===== src/rtl/ahbl_arbiter_pkg.sv =====
// Shared AHB-lite constants used by the arbiter and its sub-blocks.
//   HTRANS_*     : transfer-type encodings
//   W_HTRANS etc : fixed AHB-lite field widths
package ahbl_arbiter_pkg;

    localparam logic [1:0] HTRANS_IDLE   = 2'b00;
    localparam logic [1:0] HTRANS_BUSY   = 2'b01;
    localparam logic [1:0] HTRANS_NONSEQ = 2'b10;
    localparam logic [1:0] HTRANS_SEQ    = 2'b11;

    localparam int W_HTRANS = 2;
    localparam int W_HSIZE  = 3;
    localparam int W_HBURST = 3;
    localparam int W_HPROT  = 4;
    localparam int W_HMSTR  = 8;

endpackage


===== src/rtl/ahbl_arbiter_reqbuf.sv =====
// One-entry address-phase buffer for a single upstream port. Holds a losing
// (or stalled) master's address phase until the arbiter replays it.
//   clk, rst_n : clock, async active-low reset
//   cap_i      : capture d_i and mark valid
//   clr_i      : entry issued downstream, mark invalid
//   d_i / q_o  : packed address-phase fields in / held copy out
//   vld_o      : entry holds a pending transfer
module ahbl_arbiter_reqbuf #(
    parameter int W = 1
) (
    input  logic         clk,
    input  logic         rst_n,
    input  logic         cap_i,
    input  logic         clr_i,
    input  logic [W-1:0] d_i,
    output logic         vld_o,
    output logic [W-1:0] q_o
);

    logic         vld_q;
    logic [W-1:0] data_q;

    // cap_i and clr_i never coincide: a buffered port cannot raise a live
    // request because its hready is held low.
    always_ff @(posedge clk or negedge rst_n) begin
        if (!rst_n) begin
            vld_q  <= 1'b0;
            data_q <= '0;
        end else if (cap_i) begin
            vld_q  <= 1'b1;
            data_q <= d_i;
        end else if (clr_i) begin
            vld_q  <= 1'b0;
        end
    end

    assign vld_o = vld_q;
    assign q_o   = data_q;

endmodule


===== src/rtl/onehot_mux.sv =====
// One-hot select multiplexer: ORs together the inputs whose select bit is
// set. An all-zero select yields all-zero output.
//   sel_i : one-hot select, N bits
//   in_i  : N inputs of W bits
//   out_o : selected value
module onehot_mux #(
    parameter int N = 2,
    parameter int W = 32
) (
    input  logic [N-1:0]        sel_i,
    input  logic [N-1:0][W-1:0] in_i,
    output logic [W-1:0]        out_o
);

    always_comb begin
        out_o = '0;
        for (int i = 0; i < N; i++) begin
            if (sel_i[i]) out_o = out_o | in_i[i];
        end
    end

endmodule


===== src/rtl/ahbl_arbiter.sv =====
// AHB-lite N:1 fixed-priority arbiter (port 0 highest). Each upstream port
// has a one-entry buffer so a losing master is stalled and later replayed.
// Exclusive (hexcl/hmaster/hexokay) and debug (d_pc/hartid) sidebands ride
// along with the address phase. Locked sequences keep the bus on one port.
//   src_* : N_PORTS upstream master ports (packed per port)
//   dst_* : single downstream slave port
module ahbl_arbiter
    import ahbl_arbiter_pkg::*;
#(
    parameter int N_PORTS = 2,
    parameter int W_ADDR  = 32,
    parameter int W_DATA  = 32
) (
    input  logic                             clk,
    input  logic                             rst_n,

    input  logic [N_PORTS-1:0]               src_hready,
    output logic [N_PORTS-1:0]               src_hready_resp,
    output logic [N_PORTS-1:0]               src_hresp,
    input  logic [N_PORTS-1:0][W_ADDR-1:0]   src_haddr,
    input  logic [N_PORTS-1:0]               src_hwrite,
    input  logic [N_PORTS-1:0][W_HTRANS-1:0] src_htrans,
    input  logic [N_PORTS-1:0][W_HSIZE-1:0]  src_hsize,
    input  logic [N_PORTS-1:0][W_HBURST-1:0] src_hburst,
    input  logic [N_PORTS-1:0][W_HPROT-1:0]  src_hprot,
    input  logic [N_PORTS-1:0]               src_hmastlock,
    input  logic [N_PORTS-1:0][W_DATA-1:0]   src_hwdata,
    output logic [N_PORTS-1:0][W_DATA-1:0]   src_hrdata,
    input  logic [N_PORTS-1:0]               src_hexcl,
    input  logic [N_PORTS-1:0][W_HMSTR-1:0]  src_hmaster,
    output logic [N_PORTS-1:0]               src_hexokay,
    input  logic [N_PORTS-1:0][W_ADDR-1:0]   src_d_pc,
    input  logic [N_PORTS-1:0][W_DATA-1:0]   src_hartid,

    output logic                             dst_hready,
    input  logic                             dst_hready_resp,
    input  logic                             dst_hresp,
    output logic [W_ADDR-1:0]                dst_haddr,
    output logic                             dst_hwrite,
    output logic [W_HTRANS-1:0]              dst_htrans,
    output logic [W_HSIZE-1:0]               dst_hsize,
    output logic [W_HBURST-1:0]              dst_hburst,
    output logic [W_HPROT-1:0]               dst_hprot,
    output logic                             dst_hmastlock,
    output logic                             dst_hexcl,
    output logic [W_HMSTR-1:0]               dst_hmaster,
    output logic [W_ADDR-1:0]                dst_d_pc,
    output logic [W_DATA-1:0]                dst_hartid,
    output logic [W_DATA-1:0]                dst_hwdata,
    input  logic [W_DATA-1:0]                dst_hrdata,
    input  logic                             dst_hexokay
);

    localparam int W_REQ = W_ADDR + 1 + W_HTRANS + W_HSIZE + W_HBURST + W_HPROT
                         + 1 + 1 + W_HMSTR + W_ADDR + W_DATA;
    localparam int W_IDX = (N_PORTS > 1) ? $clog2(N_PORTS) : 1;

    logic [N_PORTS-1:0][W_REQ-1:0] live_req, buf_req, sel_req;
    logic [N_PORTS-1:0]            buf_valid, req_live, req, cap, clr;
    logic [N_PORTS-1:0]            gnt_a, gnt_d_q, gnt_d_d;
    logic                          lock_hold_q, lock_hold_d, lock_idle;
    logic [W_IDX-1:0]              lock_idx_q, lock_idx_d, gnt_idx;
    logic [W_REQ-1:0]              dst_req;

    for (genvar p = 0; p < N_PORTS; p++) begin : g_port
        assign live_req[p] = {src_haddr[p], src_hwrite[p], src_htrans[p], src_hsize[p],
                              src_hburst[p], src_hprot[p], src_hmastlock[p], src_hexcl[p],
                              src_hmaster[p], src_d_pc[p], src_hartid[p]};
        assign req_live[p] = src_hready[p] && (src_htrans[p] != HTRANS_IDLE) && !buf_valid[p];
        assign req[p]      = buf_valid[p] || req_live[p];
        // Park any live transfer that will not leave on this edge.
        assign cap[p]      = req_live[p] && (!gnt_a[p] || !dst_hready_resp);
        assign clr[p]      = gnt_a[p] && dst_hready_resp;

        ahbl_arbiter_reqbuf #(.W(W_REQ)) u_buf (
            .clk   (clk),
            .rst_n (rst_n),
            .cap_i (cap[p]),
            .clr_i (clr[p]),
            .d_i   (live_req[p]),
            .vld_o (buf_valid[p]),
            .q_o   (buf_req[p])
        );

        assign sel_req[p]         = buf_valid[p] ? buf_req[p] : live_req[p];
        // Stalled ports see hready low from capture until their data phase ends.
        assign src_hready_resp[p] = gnt_d_q[p] ? dst_hready_resp : !buf_valid[p];
        assign src_hresp[p]       = gnt_d_q[p] & dst_hresp;
        assign src_hexokay[p]     = gnt_d_q[p] & dst_hexokay;
    end

    // Descending scan so the lowest-indexed requester wins.
    always_comb begin
        gnt_a   = '0;
        gnt_idx = '0;
        if (lock_hold_q) begin
            gnt_a[lock_idx_q] = req[lock_idx_q];
            gnt_idx           = lock_idx_q;
        end else begin
            for (int i = N_PORTS - 1; i >= 0; i--) begin
                if (req[i]) begin
                    gnt_a    = '0;
                    gnt_a[i] = 1'b1;
                    gnt_idx  = W_IDX'(i);
                end
            end
        end
    end

    onehot_mux #(.N(N_PORTS), .W(W_REQ)) u_amux (
        .sel_i (gnt_a),
        .in_i  (sel_req),
        .out_o (dst_req)
    );

    assign {dst_haddr, dst_hwrite, dst_htrans, dst_hsize, dst_hburst, dst_hprot,
            dst_hmastlock, dst_hexcl, dst_hmaster, dst_d_pc, dst_hartid} = dst_req;
    assign dst_hready = dst_hready_resp;

    onehot_mux #(.N(N_PORTS), .W(W_DATA)) u_wmux (
        .sel_i (gnt_d_q),
        .in_i  (src_hwdata),
        .out_o (dst_hwdata)
    );

    assign src_hrdata = {N_PORTS{dst_hrdata}};

    // The locked master going idle also ends the locked sequence.
    assign lock_idle = src_hready[lock_idx_q] && (src_htrans[lock_idx_q] == HTRANS_IDLE)
                    && !buf_valid[lock_idx_q];

    always_comb begin
        gnt_d_d     = gnt_d_q;
        lock_hold_d = lock_hold_q;
        lock_idx_d  = lock_idx_q;
        if (dst_hready_resp) begin
            gnt_d_d = gnt_a;
            if (|gnt_a) begin
                // Under lock only the locked port can be granted, so this
                // both sets and releases the lock.
                lock_hold_d = dst_hmastlock;
                lock_idx_d  = gnt_idx;
            end else if (lock_hold_q && lock_idle) begin
                lock_hold_d = 1'b0;
            end
        end
    end

    always_ff @(posedge clk or negedge rst_n) begin
        if (!rst_n) begin
            gnt_d_q     <= '0;
            lock_hold_q <= 1'b0;
            lock_idx_q  <= '0;
        end else begin
            gnt_d_q     <= gnt_d_d;
            lock_hold_q <= lock_hold_d;
            lock_idx_q  <= lock_idx_d;
        end
    end

endmodule


===== config.mk =====
export PLATFORM = sky130hd
export DESIGN_NAME = ahbl_arbiter
export DESIGN_NICKNAME = d
export VERILOG_FILES = /design/src/rtl/ahbl_arbiter_pkg.sv /design/src/rtl/ahbl_arbiter_reqbuf.sv /design/src/rtl/onehot_mux.sv /design/src/rtl/ahbl_arbiter.sv
export SDC_FILE = /design/constraint.sdc
export NUM_CORES = 1
export LEC_CHECK = 0
export CORE_AREA = 2 2 220 222
export DETAILED_ROUTE_END_ITERATION = 8
export DIE_AREA = 0 0 222 224
export GPL_TIMING_DRIVEN = 1
export PLACE_DENSITY = 0.63
export SLEW_MARGIN = 20
export SYNTH_ARGS = -nofsm -noshare
export SYNTH_HDL_FRONTEND = slang
export SYNTH_SLANG_ARGS = --single-unit

===== constraint.sdc =====
create_clock -name clk -period 5.15 [get_ports clk]
set_input_delay 1.03 -clock clk [delete_from_list [all_inputs] [get_ports clk]]
set_output_delay 1.03 -clock clk [all_outputs]
set_load 0.01 [all_outputs]

==> out/summary.txt <==
Num CTS Buffers: 29
Vias in the first global route: 11000
Max-slew headroom: 42.0%
Synth area leaders: dfrtp_1, mux2i_1, mux2_4, mux2_1, o22ai_1
DR iter-0 viols: 412
Initial Utilization: 29.5%
First-pass detailed-route iteration total: 4
DIE AREA: 0.0497 mm^2
Synth warnings: 0
Cts hold-fix bufs: 0
Max Cap Violations: 0
Hold Vio Cnt, Final: 0
CTS sink cnt: 244
Worst-margin pin slew: 0.870 ns
DRT Wirelength: 43.3 mm
Pin count of the biggest net entering global routing: 124
Tot Pwr: 12.4 mW
Crit path DAT: 3.57 ns
Top_reg_cell synth: dfrtp_1
Skew-Pair Late Insertion Delay: 0.56 ns
Worst path required time: 4.12 ns
DR vias: 10200
Total core area: 0.0473 mm^2
Via density: 4.92
Initial antenna violation count: 7
Root cell of the clock tree: clkbuf_16
Post-CTS Setup Inserts: 0
Number of synthesized flops with an enable pin: 0
Crit. End Element: primary output
Critical path class: input pin to primary output
Global Route Usage Sum: 16.8%
Status: finished clean
CP Launch Type: input pin
Die width: 222 um
TritonCTS clock tree: yes
Fin crit period: 4.60 ns
Register area share after synthesis: 43.6%
DP HPWL: 29.5 mm
Syn Nets: 1412
Routability congestion estimate: 0.778
Synth area leader: dfrtp_1
Cells resized by post-CTS repair: 0
Antenna Nets Post-Route: 0
Layout cells sized above 1: 13.1%
Height of the die: 224 um
Cell Pwr Density: 632 mW/mm^2
Setup_tns: 0 ns
RSZ-0062 raised after global routing: false
Post-synth ARST share: 100%
Area growth syn-to-layout: 39.7%
Clock skew: 0.00804 ns
Avg Cell Area, Syn: 13.1 um^2
Num rows: 80
Hold Crit Class: input pin to asynchronous set/reset pin
CP max FO: 50
Max Root-Sink Buffers: 3
Syn Inst Count: 1071
Maximum VDD drop: 0.340 mV
Final Setup Violations: 0
CTS H-Tree Depth: 1
Nets@finish: 1773
Post-Syn Area: 0.0140 mm^2
Clk slew on worst S/H paths: 0.06 ns
Drc violations: 0
Fmax: 218 MHz
Tcrit/Tclk final: 89.2%
# port buffers: 466
First-pass GRT wire length: 65.6 mm
WL per Instance: 20.9 um
LEAKAGE: 8.57 nW
Slew Viols, Final: 0
Share of the synthesized area in the top cell type: 43.6%
#FFs+latches synth: 244
Synth cell types: 35
Io pins: 563
GR Overflow Total: 0
## routing by layer
metal  track usage [%]  vias to the layer above  part of all wire, %
met3              4.71                      108                  7.2
met4              7.21                        2                  4.1
met2              28.7                      372                   48
met1              19.8                     5053                   40
li1                  -                     4672                    -
met5                 0                        -                0.030
## state kept, by name (all words and copies together) (netlist names)
signal / count
g_port.u_buf.vld_o: 2
g_port.u_buf.q_o: 238
lock_hold_q: 1
lock_idx_q: 1
gnt_d_q: 2
## through the flow
| step | instance area, um^2 | instances | utilization (%) | hold slack, ns | worst slack [ns] |
|---|---|---|---|---|---|
| floorplan | 14000 | 1071 | - | 0.458 | 1.86 |
| global placement | 18600 | 2016 | 39.3 | 0.466 | 0.688 |
| detailed placement | 18600 | 2016 | 39.3 | 0.475 | 0.603 |
| CTS | 19500 | 2067 | 41.2 | 0.252 | 0.601 |
| global route | 19500 | 2073 | 41.3 | 0.270 | 0.495 |
| finish | 19500 | 2073 | 41.3 | 0.294 | 0.554 |
## placed cells by master (no fill, tap or decap), types with 2 or more instances in the layout
master,n
nor2_1,3
clkbuf_8,6
dfrtp_1,242
mux2_4,100
nand2_1,4
buf_4,8
clkdlybuf4s50_1,465
diode_2,6
mux2i_1,238
bufinv_16,2
inv_1,6
mux2_1,120
o22ai_1,118
and2_1,4
clkinv_2,4
buf_12,10
a22o_1,32
mux2_2,19
nand3_1,2
clkbuf_1,10
o21ai_0,5
a21oi_1,4
dfrtp_4,2
clkbuf_16,29
nor2b_1,2
## kinds of logic after synthesis
kind of cell | Yosys count | synth area share, %
muxes | 477 | 39.0
DFF | 244 | 43.6
AOI/OAI and AO/OA | 170 | 8.42
buffers and inverters | 161 | 8.28
and+or+nand+nor | 19 | 0.698
## path summary, 6_finish.rpt
kind,from,to,slack (ns),cells past startpoint
hold reg to reg,g_port[1].u_buf.q_o[30]$_DFFE_PN0P_,g_port[1].u_buf.q_o[30]$_DFFE_PN0P_,0.48,1
hold / removal,rst_n,g_port[1].u_buf.q_o[20]$_DFFE_PN0P_,0.29,1
max in group asynchronous,rst_n,g_port[0].u_buf.q_o[44]$_DFFE_PN0P_,3.83,2
setup reg to reg,g_port[0].u_buf.vld_o$_DFFE_PN0P_,g_port[1].u_buf.q_o[40]$_DFFE_PN0P_,2.45,6
setup / recovery,src_htrans[3],dst_haddr[1],0.55,8
min in group clk,g_port[1].u_buf.q_o[30]$_DFFE_PN0P_,g_port[1].u_buf.q_o[30]$_DFFE_PN0P_,0.48,1
## where the power goes
part	switching, mW	internal, mW	total, mW	leakage, nW
sequential	0.588	2.90	3.49	2.89
combinational	3.00	3.83	6.83	5.22
clock	0.820	1.21	2.03	0.456
## synth_stat cells, types with 2 or more instances
library cell,number
a21oi_1,4
a22o_1,32
a31oi_1,2
and2_1,4
buf_1,3
buf_12,11
buf_2,11
buf_4,67
buf_6,14
clkbuf_1,48
dfrtp_1,244
inv_1,6
mux2_1,120
mux2_2,19
mux2_4,100
mux2i_1,238
nand2_1,5
nand3_1,2
nor2_1,3
nor2b_1,2
o21ai_0,5
o22ai_1,118
## layout make-up
cell class | instances | area [um^2]
repair buffers | 484 | 4930
clock buffers | 45 | 846
multi-input cells | 666 | 6750
diodes | 6 | 15.0
well taps | 615 | 769
flip-flops and latches | 244 | 6110
fillers | 4492 | 27800
clock inverters | 6 | 80.1
inverters | 7 | 31.3
## worst max-delay path: stages
cell and delay [ns]:
clkdlybuf4s50_1 0.48, o21ai_0 0.29, a21oi_1 0.11, buf_4 0.17, nand2_4 0.17, buf_4 0.53, o22ai_1 0.20, clkdlybuf4s50_1 0.52
Note: power is estimated with default switching activity, not from simulation.
